===== config.mk =====
export PLATFORM = sky130hd
export DESIGN_NAME = fetch
export DESIGN_NICKNAME = d
export VERILOG_FILES = /design/src/rtl/fetch_pkg.sv /design/src/rtl/dff.sv /design/src/rtl/fetch_skid.sv /design/src/rtl/fetch.sv
export SDC_FILE = /design/constraint.sdc
export NUM_CORES = 1
export LEC_CHECK = 0
export BUFFER_PORTS_ARGS = -buffer_cell sky130_fd_sc_hd__buf_2
export CELL_PAD_IN_SITES_DETAIL_PLACEMENT = 1
export CELL_PAD_IN_SITES_GLOBAL_PLACEMENT = 1
export CORE_MARGIN = 4
export CORE_UTILIZATION = 41
export CTS_BUF_LIST = sky130_fd_sc_hd__clkbuf_8 sky130_fd_sc_hd__clkbuf_16
export DETAILED_ROUTE_END_ITERATION = 6
export PLACE_DENSITY_LB_ADDON = 0.25
export SLEW_MARGIN = 40
export SYNTH_ARGS = -nofsm -noshare
export SYNTH_HDL_FRONTEND = slang
export SYNTH_SLANG_ARGS = --single-unit

===== constraint.sdc =====
create_clock -name clk -period 3 [get_ports clk]
set_clock_uncertainty 0.2 [all_clocks]
set_input_delay 0.6 -clock clk [delete_from_list [all_inputs] [get_ports clk]]
set_output_delay 0.6 -clock clk [all_outputs]
set_load 0.01 [all_outputs]

===== src/rtl/fetch_pkg.sv =====
// Shared definitions for the WISC fetch stage.
//   INSTR_W : instruction / PC width
//   PC_INC  : PC step between sequential instructions
//   NOP     : encoding presented to decode when no instruction is valid
//   state_t : fetch control states
package fetch_pkg;

  localparam int              INSTR_W = 16;
  localparam logic [INSTR_W-1:0] PC_INC = 16'd2;
  localparam logic [INSTR_W-1:0] NOP    = 16'h0800;

  // ST_REQ   : normal fetching
  // ST_DRAIN : one memory response is still owed and must be thrown away
  // ST_HALT  : terminal until reset
  typedef enum logic [1:0] {
    ST_REQ   = 2'd0,
    ST_DRAIN = 2'd1,
    ST_HALT  = 2'd2
  } state_t;

endpackage


===== src/rtl/dff.sv =====
// Generic register cell with synchronous active-high reset.
//   clk, rst : clock and synchronous reset
//   d        : next value
//   q        : registered value, RST_VAL while in reset
module dff #(
  parameter int               WIDTH   = 1,
  parameter logic [WIDTH-1:0] RST_VAL = '0
) (
  input  logic             clk,
  input  logic             rst,
  input  logic [WIDTH-1:0] d,
  output logic [WIDTH-1:0] q
);

  always_ff @(posedge clk) begin
    if (rst) q <= RST_VAL;
    else     q <= d;
  end

endmodule


===== src/rtl/fetch_skid.sv =====
// One-entry holding register for an {instr, pc} pair that arrived while the
// output slot was occupied and stalled.
//   clear   : drop any held entry (highest priority)
//   load    : capture d_instr/d_pc and mark valid
//   unload  : entry has been moved out; mark empty
//   valid, q_instr, q_pc : held entry
module fetch_skid
  import fetch_pkg::*;
(
  input  logic               clk,
  input  logic               rst,
  input  logic               clear,
  input  logic               load,
  input  logic               unload,
  input  logic [INSTR_W-1:0] d_instr,
  input  logic [INSTR_W-1:0] d_pc,
  output logic               valid,
  output logic [INSTR_W-1:0] q_instr,
  output logic [INSTR_W-1:0] q_pc
);

  always_ff @(posedge clk) begin
    if (rst) begin
      valid   <= 1'b0;
      q_instr <= NOP;
      q_pc    <= '0;
    end else if (clear) begin
      valid <= 1'b0;
    end else if (load) begin
      valid   <= 1'b1;
      q_instr <= d_instr;
      q_pc    <= d_pc;
    end else if (unload) begin
      valid <= 1'b0;
    end
  end

endmodule


===== src/rtl/fetch.sv =====
// WISC instruction fetch stage. Owns the architectural PC, reads the
// instruction memory over a request/done handshake and presents one
// instruction per cycle to decode.
//
// Handshakes:
//   memory : imem_rd is held high with a stable imem_addr until the cycle in
//            which imem_done is seen (done may come in the same cycle).
//   decode : an instruction is transferred on a cycle with
//            instr_valid && !stall; otherwise INSTR/PC/PC2 are held.
//
// Ports:
//   clk, rst               : clock, synchronous active-high reset
//   imem_rd/addr/rdata/done: instruction memory interface
//   stall                  : decode back-pressure
//   redirect, redirect_pc  : load new PC, squash younger work
//   halt_in                : stop fetching permanently
//   INSTR, PC, PC2         : instruction to decode, its address, address+2
//   instr_valid            : INSTR/PC/PC2 valid
//   halted                 : fetch stopped until reset
//   err                    : sticky, misaligned redirect target seen
module fetch
  import fetch_pkg::*;
#(
  parameter logic [INSTR_W-1:0] RESET_PC = 16'h0000
) (
  input  logic               clk,
  input  logic               rst,
  output logic               imem_rd,
  output logic [INSTR_W-1:0] imem_addr,
  input  logic [INSTR_W-1:0] imem_rdata,
  input  logic               imem_done,
  input  logic               stall,
  input  logic               redirect,
  input  logic [INSTR_W-1:0] redirect_pc,
  input  logic               halt_in,
  output logic [INSTR_W-1:0] INSTR,
  output logic [INSTR_W-1:0] PC,
  output logic [INSTR_W-1:0] PC2,
  output logic               instr_valid,
  output logic               halted,
  output logic               err
);

  // Control state, kept as named signals so checkers can bind to them.
  state_t             state_q, state_d;
  logic [1:0]         state_bits;
  logic [INSTR_W-1:0] pc_q, pc_d;
  logic               busy_q, busy_d;
  logic [INSTR_W-1:0] addr_q;
  logic               halt_pend_q, halt_pend_d;
  logic               err_q, err_set;

  logic               out_valid_q, out_valid_d;
  logic [INSTR_W-1:0] out_instr_q, out_pc_q;
  logic               out_load, out_from_skid;

  logic               skid_valid, skid_load, skid_unload, flush;
  logic [INSTR_W-1:0] skid_instr, skid_pc;

  logic               rd, consume;
  logic [INSTR_W-1:0] redir_even;

  assign consume    = out_valid_q && !stall;
  assign redir_even = {redirect_pc[INSTR_W-1:1], 1'b0};

  dff #(.WIDTH(INSTR_W), .RST_VAL(RESET_PC)) u_pc (
    .clk(clk), .rst(rst), .d(pc_d), .q(pc_q)
  );

  dff #(.WIDTH(2), .RST_VAL(ST_REQ)) u_state (
    .clk(clk), .rst(rst), .d(state_d), .q(state_bits)
  );
  assign state_q = state_t'(state_bits);

  fetch_skid u_skid (
    .clk     (clk),
    .rst     (rst),
    .clear   (flush),
    .load    (skid_load),
    .unload  (skid_unload),
    .d_instr (imem_rdata),
    .d_pc    (pc_q),
    .valid   (skid_valid),
    .q_instr (skid_instr),
    .q_pc    (skid_pc)
  );

  always_comb begin
    state_d       = state_q;
    pc_d          = pc_q;
    rd            = 1'b0;
    busy_d        = 1'b0;
    halt_pend_d   = halt_pend_q;
    err_set       = 1'b0;
    out_valid_d   = out_valid_q;
    out_load      = 1'b0;
    out_from_skid = 1'b0;
    skid_load     = 1'b0;
    skid_unload   = 1'b0;
    flush         = 1'b0;

    case (state_q)
      ST_REQ: begin
        // A new request is not started in a cycle that redirects or halts,
        // so no response for a dead address is ever left in flight.
        rd     = busy_q || (!redirect && !halt_in && !skid_valid &&
                            (!out_valid_q || !stall));
        busy_d = rd && !imem_done;
        if (redirect) begin
          pc_d        = redir_even;
          err_set     = redirect_pc[0];
          flush       = 1'b1;
          out_valid_d = 1'b0;
          halt_pend_d = 1'b0;
          state_d     = (busy_q && !imem_done) ? ST_DRAIN : ST_REQ;
        end else if (halt_in) begin
          flush       = 1'b1;
          out_valid_d = 1'b0;
          if (busy_q && !imem_done) begin
            state_d     = ST_DRAIN;
            halt_pend_d = 1'b1;
          end else begin
            state_d = ST_HALT;
          end
        end else begin
          if (rd && imem_done) pc_d = pc_q + PC_INC;
          if (consume && skid_valid) begin
            out_from_skid = 1'b1;
            skid_unload   = 1'b1;
            out_valid_d   = 1'b1;
          end else if (rd && imem_done && (!out_valid_q || consume)) begin
            out_load    = 1'b1;
            out_valid_d = 1'b1;
          end else if (consume) begin
            out_valid_d = 1'b0;
          end
          if (rd && imem_done && out_valid_q && !consume) skid_load = 1'b1;
        end
      end

      ST_DRAIN: begin
        rd     = 1'b1;
        busy_d = !imem_done;
        if (redirect) begin
          pc_d        = redir_even;
          err_set     = redirect_pc[0];
          halt_pend_d = 1'b0;
        end
        if (imem_done) begin
          state_d     = (halt_pend_q && !redirect) ? ST_HALT : ST_REQ;
          halt_pend_d = halt_pend_q && !redirect;
        end
      end

      ST_HALT: begin
        rd = 1'b0;
      end

      default: begin
        state_d = ST_REQ;
      end
    endcase
  end

  always_ff @(posedge clk) begin
    if (rst) begin
      busy_q      <= 1'b0;
      addr_q      <= RESET_PC;
      halt_pend_q <= 1'b0;
      err_q       <= 1'b0;
      out_valid_q <= 1'b0;
      out_instr_q <= NOP;
      out_pc_q    <= '0;
    end else begin
      busy_q      <= busy_d;
      halt_pend_q <= halt_pend_d;
      err_q       <= err_q | err_set;
      out_valid_q <= out_valid_d;
      // Latch the address of a request that stays outstanding so it holds
      // even if pc_q is redirected underneath it.
      if (rd && !busy_q) addr_q <= pc_q;
      if (out_from_skid) begin
        out_instr_q <= skid_instr;
        out_pc_q    <= skid_pc;
      end else if (out_load) begin
        out_instr_q <= imem_rdata;
        out_pc_q    <= pc_q;
      end
    end
  end

  assign imem_rd     = rd && !rst;
  assign imem_addr   = busy_q ? addr_q : pc_q;
  assign INSTR       = out_valid_q ? out_instr_q : NOP;
  assign PC          = out_pc_q;
  assign PC2         = out_pc_q + PC_INC;
  assign instr_valid = out_valid_q;
  assign halted      = (state_q == ST_HALT);
  assign err         = err_q;

endmodule


==> flow_summary.toml, run 1 <==
[sta]
hold_viol = 0
whs_ns = 0.256
drv_slew = 0
setup_tns_ns = 0
grt_setup_unrepaired = "false"
fmax_mhz = 362
setup_viol = 0
relSlewSlack_pct = 50.9
min_period_ns = 2.76
layout_worst_path_cycle_share_pct = 92.1
worst_pin_slew_ns = 0.717

[detailed_routing]
post-route-drc-count = 0
vias_per_cell = 5.52
postRouteAntennaNets = 0
vias = 4670
first_pass_iters = 4
drt_iter0_drc = 261
detail_route.wirelength_um = 14900
routedWlPerCell_um = 17.6

[global_route]
grt_pass1_vias = 4771
grt_pass1_wl_um = 24200
track_usage_pct = 20.6
use_met1_pct = 25.9
use_met2_pct = 36.4
grt.overflow.total = 0
grt_max_degree = 72
busiest_layer = "met2"
use_met3_pct = 3.11
antenna_found_initial = 0

[critical_path]
worstPathRequired_ns = 2.20
cp-startpoint = "PC[1]"
r2r_setup_slack_ns = 0.62
startpoint_type = "flop"
path_class = "flop to primary output"
timing.rr.end = "out_instr_q[11]"
cp-endpoint = "PC2[13]"
cp.arrival_ns = 1.96
reg2reg_depth = 5
endpoint_kind = "primary output"
worstPathMaxFanout = 7
reg2reg_from = "u_state.q[0]"

[clock_network]
clk_path_buf_depth = 2
htree_levels = 3
cts_hold_buf = 0
cts_made_buffers = 9
cts.repair.resized = 0
tritoncts = "built"
clock_sinks = 99
root_buffer = "clkbuf_16"
clkLatencyLatePin_ns = 0.36
postCtsSetupBuffers = 0
clk_pin_slew_ns = 0.08

[place]
placed_cells = 830
dpl_cell_area_mm2 = 0.00578
dpl.hpwl_um = 10600
gp_congestion = 0.800
portBuffers = 102

[die]
die_h_um = 120
start_util_pct = 42.4
core-area_mm2 = 0.0121
rows = 40
pin_count = 106
fp.dieW_um = 120
die-area_mm2 = 0.0144

[pwr]
p_total_mw = 2.90
powerDensity_mw_per_mm2 = 477
peakVddDrop_uv = 275
p_leak_nw = 2.30

[run_status]
status = "finished, final reports clean"

[worst_hold_path]
hold_start = "u_skid.q_pc[6]"
whs_path_depth = 2
min_path_type = "flop to flop"

[yosys]
syn_inst = 597
synth_edf_count = 0
netlist_area_mm2 = 0.00513
yosysSeqAreaShare_pct = 38.6
async_reset_ff_share_pct = 0
synthFlopType = "dfxtp_1"
synth_seq_cells = 99
avgSynthCellArea_um2 = 8.60
ys_warn_count = 0
synth.distinct_cells = 58

[cells_and_area]
final-instance-count-excl-fill = 846
final_cell_mix = "101 x buf_2, 99 x dfxtp_1, 85 x nand2_1, 55 x nor2_1, 45 x mux2i_1"
fin_area_mm2 = 0.00609
nNetsFinal = 713
antenna-diode-count = 0
multi_input_area_mm2 = 0.00285
n_fill_cell = 1487
final_common_cell = "buf_2"
syn_to_final_growth_pct = 18.7
drive_above_1_share_pct = 26.5
seq_area_mm2 = 0.00198

[job]
max-cap-violations = 0
==> worst max-delay path, stage by stage, from the launching register on <==
cell and delay, ns:
dfxtp_1 0.44, ha_1 0.23, nand3_1 0.18, nor3_2 0.31, nand3_1 0.15, xnor2_1 0.14
buf_2 0.15
==> how the worst min path moves through the flow <==
stage               slack (ns)                  to
floorplan                 0.23  u_skid.q_instr[11]
global placement          0.24      u_skid.q_pc[9]
detailed placement        0.25      u_skid.q_pc[1]
CTS                       0.26      u_skid.q_pc[6]
global route              0.27      u_skid.q_pc[2]
finish                    0.26      u_skid.q_pc[6]
==> synthesized netlist by cell type, drive strengths merged, types with 4 or more instances <==
| library cell | count | area [um2] |
|---|---|---|
| nor2b | 5 | 31.3 |
| nand4 | 5 | 31.3 |
| dfxtp | 99 | 1980 |
| mux2i | 45 | 450 |
| and2 | 16 | 100 |
| buf | 18 | 126 |
| o21ai | 18 | 90.1 |
| a211o | 4 | 35.0 |
| o31a | 5 | 43.8 |
| nor3 | 13 | 76.3 |
| inv | 9 | 33.8 |
| xnor2 | 9 | 78.8 |
| nand2 | 85 | 319 |
| a211oi | 36 | 415 |
| a21oi | 40 | 200 |
| and4 | 5 | 43.8 |
| xor2 | 4 | 35.0 |
| nor4 | 4 | 25.0 |
| nand3 | 11 | 55.1 |
| mux2 | 9 | 101 |
| o32ai | 7 | 61.3 |
| nand2b | 4 | 25.0 |
| clkbuf | 40 | 150 |
| or4 | 4 | 30.0 |
| nor2 | 55 | 206 |
==> metrics by stage <==
| stage | worst slack [ns] | utilization (%) |
|---|---|---|
| after detailed placement | 0.209 | 47.8 |
| after global placement | 0.270 | 47.8 |
| after CTS | 0.0730 | 50.3 |
| after global routing | 0.0943 | 50.3 |
| after floorplan | 0.566 | - |
| final | 0.238 | 50.3 |
==> power breakdown <==
| part | total (mW) | switching [mW] | leakage (nW) | internal, mW |
|---|---|---|---|---|
| Combinational | 0.311 | 0.188 | 1.35 | 0.123 |
| Sequential | 1.39 | 0.0472 | 0.801 | 1.34 |
| Clock | 1.20 | 0.549 | 0.145 | 0.655 |
| Total | 2.90 | 0.785 | 2.30 | 2.12 |
==> routing by layer <==
layer | wire length, um | vias up
li1 | - | 2261
met1 | 6550 | 2275
met2 | 7400 | 121
met3 | 785 | 13
met4 | 169 | 0
met5 | 0 | -
==> kinds of logic after synthesis <==
group	Yosys count	synth area share [%]
other	1	0.0731
muxes	54	10.8
AOI/OAI and AO/OA	137	21.1
DFF	99	38.6
xor gates and xnor gates	13	2.22
adders and majority gates	2	0.487
buffers and inverters	68	6.12
and+or+nand+nor	223	20.7
==> state kept, by name, indices dropped and copies added, names as in the netlist <==
register / cells
PC: 15
addr_q: 15
busy_q: 1
err: 1
halt_pend_q: 1
instr_valid: 1
out_instr_q: 16
u_pc.q: 15
u_skid.q_instr: 16
u_skid.q_pc: 15
u_skid.valid: 1
u_state.q: 2
==> final cells by class <==
class / count / area share [%]
timing repair buffer: 121 / 11.6
clock buffer: 9 / 3.70
multi-input combinational: 432 / 46.8
sequential: 99 / 32.5
inverter: 10 / 0.616
clock inverter: 7 / 1.27
tap: 168 / 3.45
Power figures use the tool's default switching activity.
==> run 2: changes to the inputs <==
- BUFFER_PORTS_ARGS: -buffer_cell sky130_fd_sc_hd__buf_2 -> -buffer_cell sky130_fd_sc_hd__buf_4
- CORE_UTILIZATION: 41 -> 30
==> run 2 against run 1 <==
  * Power is 1.4% higher
  * Die area is 34% higher
  * Final area is 5.1% higher
  * Combinational power is 9.0% higher
  * Non-clock buffer count stayed put
  * Routed wire length is 4.7% higher
  * Sequential cell count stayed put
  * Worst hold slack better by 0.0022 ns
  * Sequential share of layout area is 1.6 points lower
  * First-iteration DRC count is 37% higher
  * Utilization is 12 points lower
  * Final cell count is 6.1% higher
  * Critical path type is now input port to primary output
  * Largest power group unchanged
==> flow_summary.toml, run 2 (synthesis gave the netlist of run 1 again) <==
[run_status]
status = "finished, final reports clean"

[clock_network]
root_buffer = "clkbuf_16"
clkLatencyLatePin_ns = 0.36
cts_made_buffers = 9
tritoncts = "built"
postCtsSetupBuffers = 0
htree_levels = 3
clk_pin_slew_ns = 0.07
clk_path_buf_depth = 2
clock_sinks = 99

[critical_path]
r2r_setup_slack_ns = 0.45
worstPathMaxFanout = 6
endpoint_kind = "primary output"
startpoint_type = "input port"
worstPathRequired_ns = 2.20
timing.rr.end = "out_instr_q[12]"
reg2reg_depth = 5
cp.arrival_ns = 2.05
path_class = "input port to primary output"
reg2reg_from = "u_state.q[0]"

[sta]
whs_ns = 0.258
grt_setup_unrepaired = "false"
drv_slew = 0
setup_tns_ns = 0
worst_pin_slew_ns = 0.806
setup_viol = 0
fmax_mhz = 351
layout_worst_path_cycle_share_pct = 94.9
relSlewSlack_pct = 46.3
min_period_ns = 2.85
hold_viol = 0

[pwr]
netSwitchingPower_uw = 800
peakVddDrop_uv = 344
p_leak_nw = 2.34
powerDensity_mw_per_mm2 = 460
p_int_mw = 2.15
switching_share_pct = 27.1
clock_power_share_pct = 41.3
power_frac_seq_pct = 47.2
combPwrFrac_pct = 11.5

[detailed_routing]
top_layer_used = "met4"
drt_iter0_drc = 358
post-route-drc-count = 0
wl_met2_um = 7360
vias_per_cell = 5.19
detail_route.wirelength_um = 15600
routedWlPerCell_um = 17.4
wl_met3_um = 809
vias = 4662
first_pass_iters = 4
m1WireLength_um = 7190
postRouteAntennaNets = 0

[global_route]
antenna_found_initial = 0
grt_max_degree = 65
grt.overflow.total = 0
grt_pass1_wl_um = 25900
track_usage_pct = 16.4
grt_pass1_vias = 4916

[cells_and_area]
final_cell_mix = "118 x buf_4, 99 x dfxtp_1, 85 x nand2_1, 55 x nor2_1, 45 x mux2i_1"
antenna-diode-count = 0
final_common_cell = "buf_4"
syn_to_final_growth_pct = 24.7
largestRegisters = "out_instr_q (16), u_skid.q_instr (16)"
nNetsFinal = 713
drive_above_1_share_pct = 26.5

[die]
rows = 47
die-area_mm2 = 0.0193
pin_count = 106
core-area_mm2 = 0.0167
die_h_um = 139
start_util_pct = 30.7
fp.dieW_um = 139

[place]
gp_congestion = 0.792
dpl.hpwl_um = 11000
portBuffers = 102

[worst_hold_path]
min_path_type = "flop to flop"
whs_path_depth = 2
hold_start = "u_skid.q_pc[5]"
holdPathEnd = "u_skid.q_pc[5]"

[job]
max-cap-violations = 0
[run 2: changes by cell type in the layout (fill, tap and decap cells not counted)]
cell	delta
clkinvlp_4	-1
buf_4	+102
nor3_2	-1
buf_2	-101
inv_8	-1
inv_6	+2
nor3_4	+1
buf_12	-1
[run 2: final cells by class]
class,instances,area [um2]
Clock buffer,9,225
Clock inverter,7,76.3
Fill cell,1997,10300
Inverter,10,37.5
Multi-Input combinational cell,432,2860
Sequential cell,99,1980
Tap cell,220,275
Timing Repair Buffer,121,946
[run 2: worst max-delay path, cell delays in order]
cell	delay, ns
buf_4	0.14
a2111oi_0	0.55
buf_4	0.21
nor3_1	0.05
nor3_1	0.30
buf_4	0.19
[run 2: through the flow]
step | std cells | setup slack (ns) | total power, mW | util, % | area, um2
2_1_floorplan | 599 | 0.566 | 1.61 | - | 5140
3_3_place_gp | 882 | 0.205 | 1.75 | 36.5 | 6090
3_5_place_dp | 882 | 0.162 | 1.76 | 36.5 | 6090
4_1_cts | 898 | 0.131 | 2.99 | 38.3 | 6400
5_1_grt | 898 | 0.0130 | 3.07 | 38.3 | 6400
6_report | 898 | 0.154 | 2.95 | 38.3 | 6400
[run 2: worst max-delay path by stage]
stage,from,end
floorplan,redirect,PC[11]
global placement,stall,imem_rd
detailed placement,stall,imem_rd
CTS,PC[1],PC2[13]
global route,PC[1],PC2[13]
finish,stall,imem_rd
[run 2: what timing repair did]
| item | in CTS | in global routing |
|---|---|---|
| hold buffers | 0 | 0 |
| cloned | 0 | 0 |
| resized for setup | 1 | 1 |
| hold endpoints to repair | 0 | 0 |
| setup endpoints to repair | 1 | 1 |
[run 2: per-layer routing]
layer	GRT usage (%)	up-vias
li1	-	2263
met1	21.7	2278
met2	26.7	102
met3	3.72	19
met4	5.20	0
met5	0	-
[run 2: power by group through the flow]
| stage | Combinational (mW) | Sequential (mW) | Clock (mW) |
|---|---|---|---|
| 2_1_floorplan | 0.210 | 1.40 | 0 |
| 3_3_place_gp | 0.333 | 1.42 | 0 |
| 3_5_place_dp | 0.341 | 1.42 | 0 |
| 4_1_cts | 0.343 | 1.39 | 1.26 |
| 5_1_grt | 0.373 | 1.40 | 1.30 |
| 6_report | 0.339 | 1.39 | 1.22 |
==> run 3: changes to the inputs <==
- PLACE_DENSITY: default -> 0.68
- PLACE_DENSITY_LB_ADDON: 0.25 -> default
==> run 3 against run 2 <==
  * Routed wire length is 1.2% higher
  * Worst hold slack got worse by 0.0035 ns
  * First-iteration DRC count decreased by 37%
  * Critical path depth did not move
  * Combinational power barely moved
  * Power down 0.54%
  * Die area is the same
  * Clock-buffer cell count up 1
  * Clock power is essentially flat
  * Sequential cell count unchanged
  * Critical endpoint is now PC2[15]
  * Highest routed layer unchanged
==> flow_summary.toml, run 3 (synthesis gave the netlist of run 1 again) <==
[sta]
worst_pin_slew_ns = 0.639
relSlewSlack_pct = 57.3
whs_ns = 0.255
fmax_mhz = 365
setup_tns_ns = 0
min_period_ns = 2.74
grt_setup_unrepaired = "false"
layout_worst_path_cycle_share_pct = 91.4
hold_viol = 0
drv_slew = 0
setup_viol = 0

[critical_path]
reg2reg_from = "u_state.q[0]"
r2r_setup_slack_ns = 0.56
timing.rr.end = "out_instr_q[7]"
cp.arrival_ns = 1.94
reg2reg_depth = 5
path_class = "flop to primary output"
startpoint_type = "flop"
worstPathRequired_ns = 2.20
worstPathMaxFanout = 7
endpoint_kind = "primary output"

[worst_hold_path]
min_path_type = "flop to flop"
whs_path_depth = 2
hold_start = "u_skid.q_pc[2]"
holdPathEnd = "u_skid.q_pc[2]"

[cells_and_area]
final_cell_mix = "120 x buf_4, 99 x dfxtp_1, 85 x nand2_1, 55 x nor2_1, 45 x mux2i_1"
largestRegisters = "out_instr_q (16), u_skid.q_instr (16)"
syn_to_final_growth_pct = 25.0
n_fill_cell = 1995
antenna-diode-count = 0
final-instance-count-excl-fill = 900
drive_above_1_share_pct = 26.9
nNetsFinal = 715
final_common_cell = "buf_4"
fin_area_mm2 = 0.00641

[clock_network]
cts_made_buffers = 9
htree_levels = 3
clk_pin_slew_ns = 0.07
clkLatencyLatePin_ns = 0.35
root_buffer = "clkbuf_16"
clock_sinks = 99
cts.repair.resized = 0
cts_hold_buf = 0
postCtsSetupBuffers = 0
tritoncts = "built"
clk_path_buf_depth = 2

[detailed_routing]
post-route-drc-count = 0
postRouteAntennaNets = 0
detail_route.wirelength_um = 15800
vias = 4640
drt_iter0_drc = 225
vias_per_cell = 5.16
first_pass_iters = 4
routedWlPerCell_um = 17.5

[die]
fp.dieW_um = 139
die_h_um = 139
core-area_mm2 = 0.0167
rows = 47
pin_count = 106
die-area_mm2 = 0.0193
start_util_pct = 30.7

[place]
dpl_cell_area_mm2 = 0.00610
portBuffers = 102
gp_congestion = 0.815
placed_cells = 884
dpl.hpwl_um = 11400

[global_route]
antenna_found_initial = 0
grt_max_degree = 38
grt_pass1_vias = 4965
grt.overflow.total = 0
track_usage_pct = 16.1
grt_pass1_wl_um = 25700

[job]
max-cap-violations = 0

[pwr]
p_int_mw = 2.16
netSwitchingPower_uw = 769
power_frac_seq_pct = 47.5
peakVddDrop_uv = 269
combPwrFrac_pct = 11.6
p_leak_nw = 2.33
powerDensity_mw_per_mm2 = 457
switching_share_pct = 26.2
p_total_mw = 2.93
clock_power_share_pct = 40.9

[run_status]
status = "finished, final reports clean"
## run 3: final cells by class
class                   count  area [um2]  share of cell area [%]
clock inverters             6        65.1                    1.01
flip-flops and latches     99        1980                    30.9
clock buffers              10         239                    3.73
repair buffers            123         961                    15.0
multi-input cells         432        2860                    44.5
well taps                 220         275                    4.29
inverters                  10        37.5                   0.585
## run 3: how the worst max path moves through the flow
stage	from	end	slack (ns)
final	PC[1]	PC2[15]	0.26
after global routing	PC[1]	PC2[13]	0.09
after CTS	PC[1]	PC2[15]	0.09
after detailed placement	redirect	out_instr_q[7]	0.14
after global placement	redirect	out_instr_q[15]	0.26
after floorplan	redirect	PC[11]	0.57
## run 3: worst max-delay path, stage by stage (launching register included)
cell	delay, ns
dfxtp_1	0.46
ha_1	0.23
nand3_1	0.18
nor3_2	0.30
nand3_1	0.14
xnor2_1	0.15
buf_4	0.14
## run 3: metrics by stage
stage / worst slack, ns / utilization (%)
2_1_floorplan: 0.566 / -
3_3_place_gp: 0.265 / 36.6
3_5_place_dp: 0.142 / 36.6
4_1_cts: 0.0862 / 38.4
5_1_grt: 0.0896 / 38.4
6_report: 0.258 / 38.4
## run 3: per-layer routing
layer | global-route usage (%) | vias to the layer above | wire length (um)
met1 | 21.8 | 2241 | 7570
li1 | - | 2274 | -
met5 | 0 | - | 0
met2 | 26.1 | 107 | 7290
met4 | 5.56 | 0 | 240
met3 | 2.79 | 18 | 681
## run 3: power by group through the flow
stage | clock network (mW) | logic (mW) | registers (mW)
2_1_floorplan | 0 | 0.210 | 1.40
3_3_place_gp | 0 | 0.328 | 1.42
5_1_grt | 1.29 | 0.370 | 1.40
3_5_place_dp | 0 | 0.341 | 1.42
4_1_cts | 1.24 | 0.343 | 1.39
6_report | 1.20 | 0.340 | 1.39
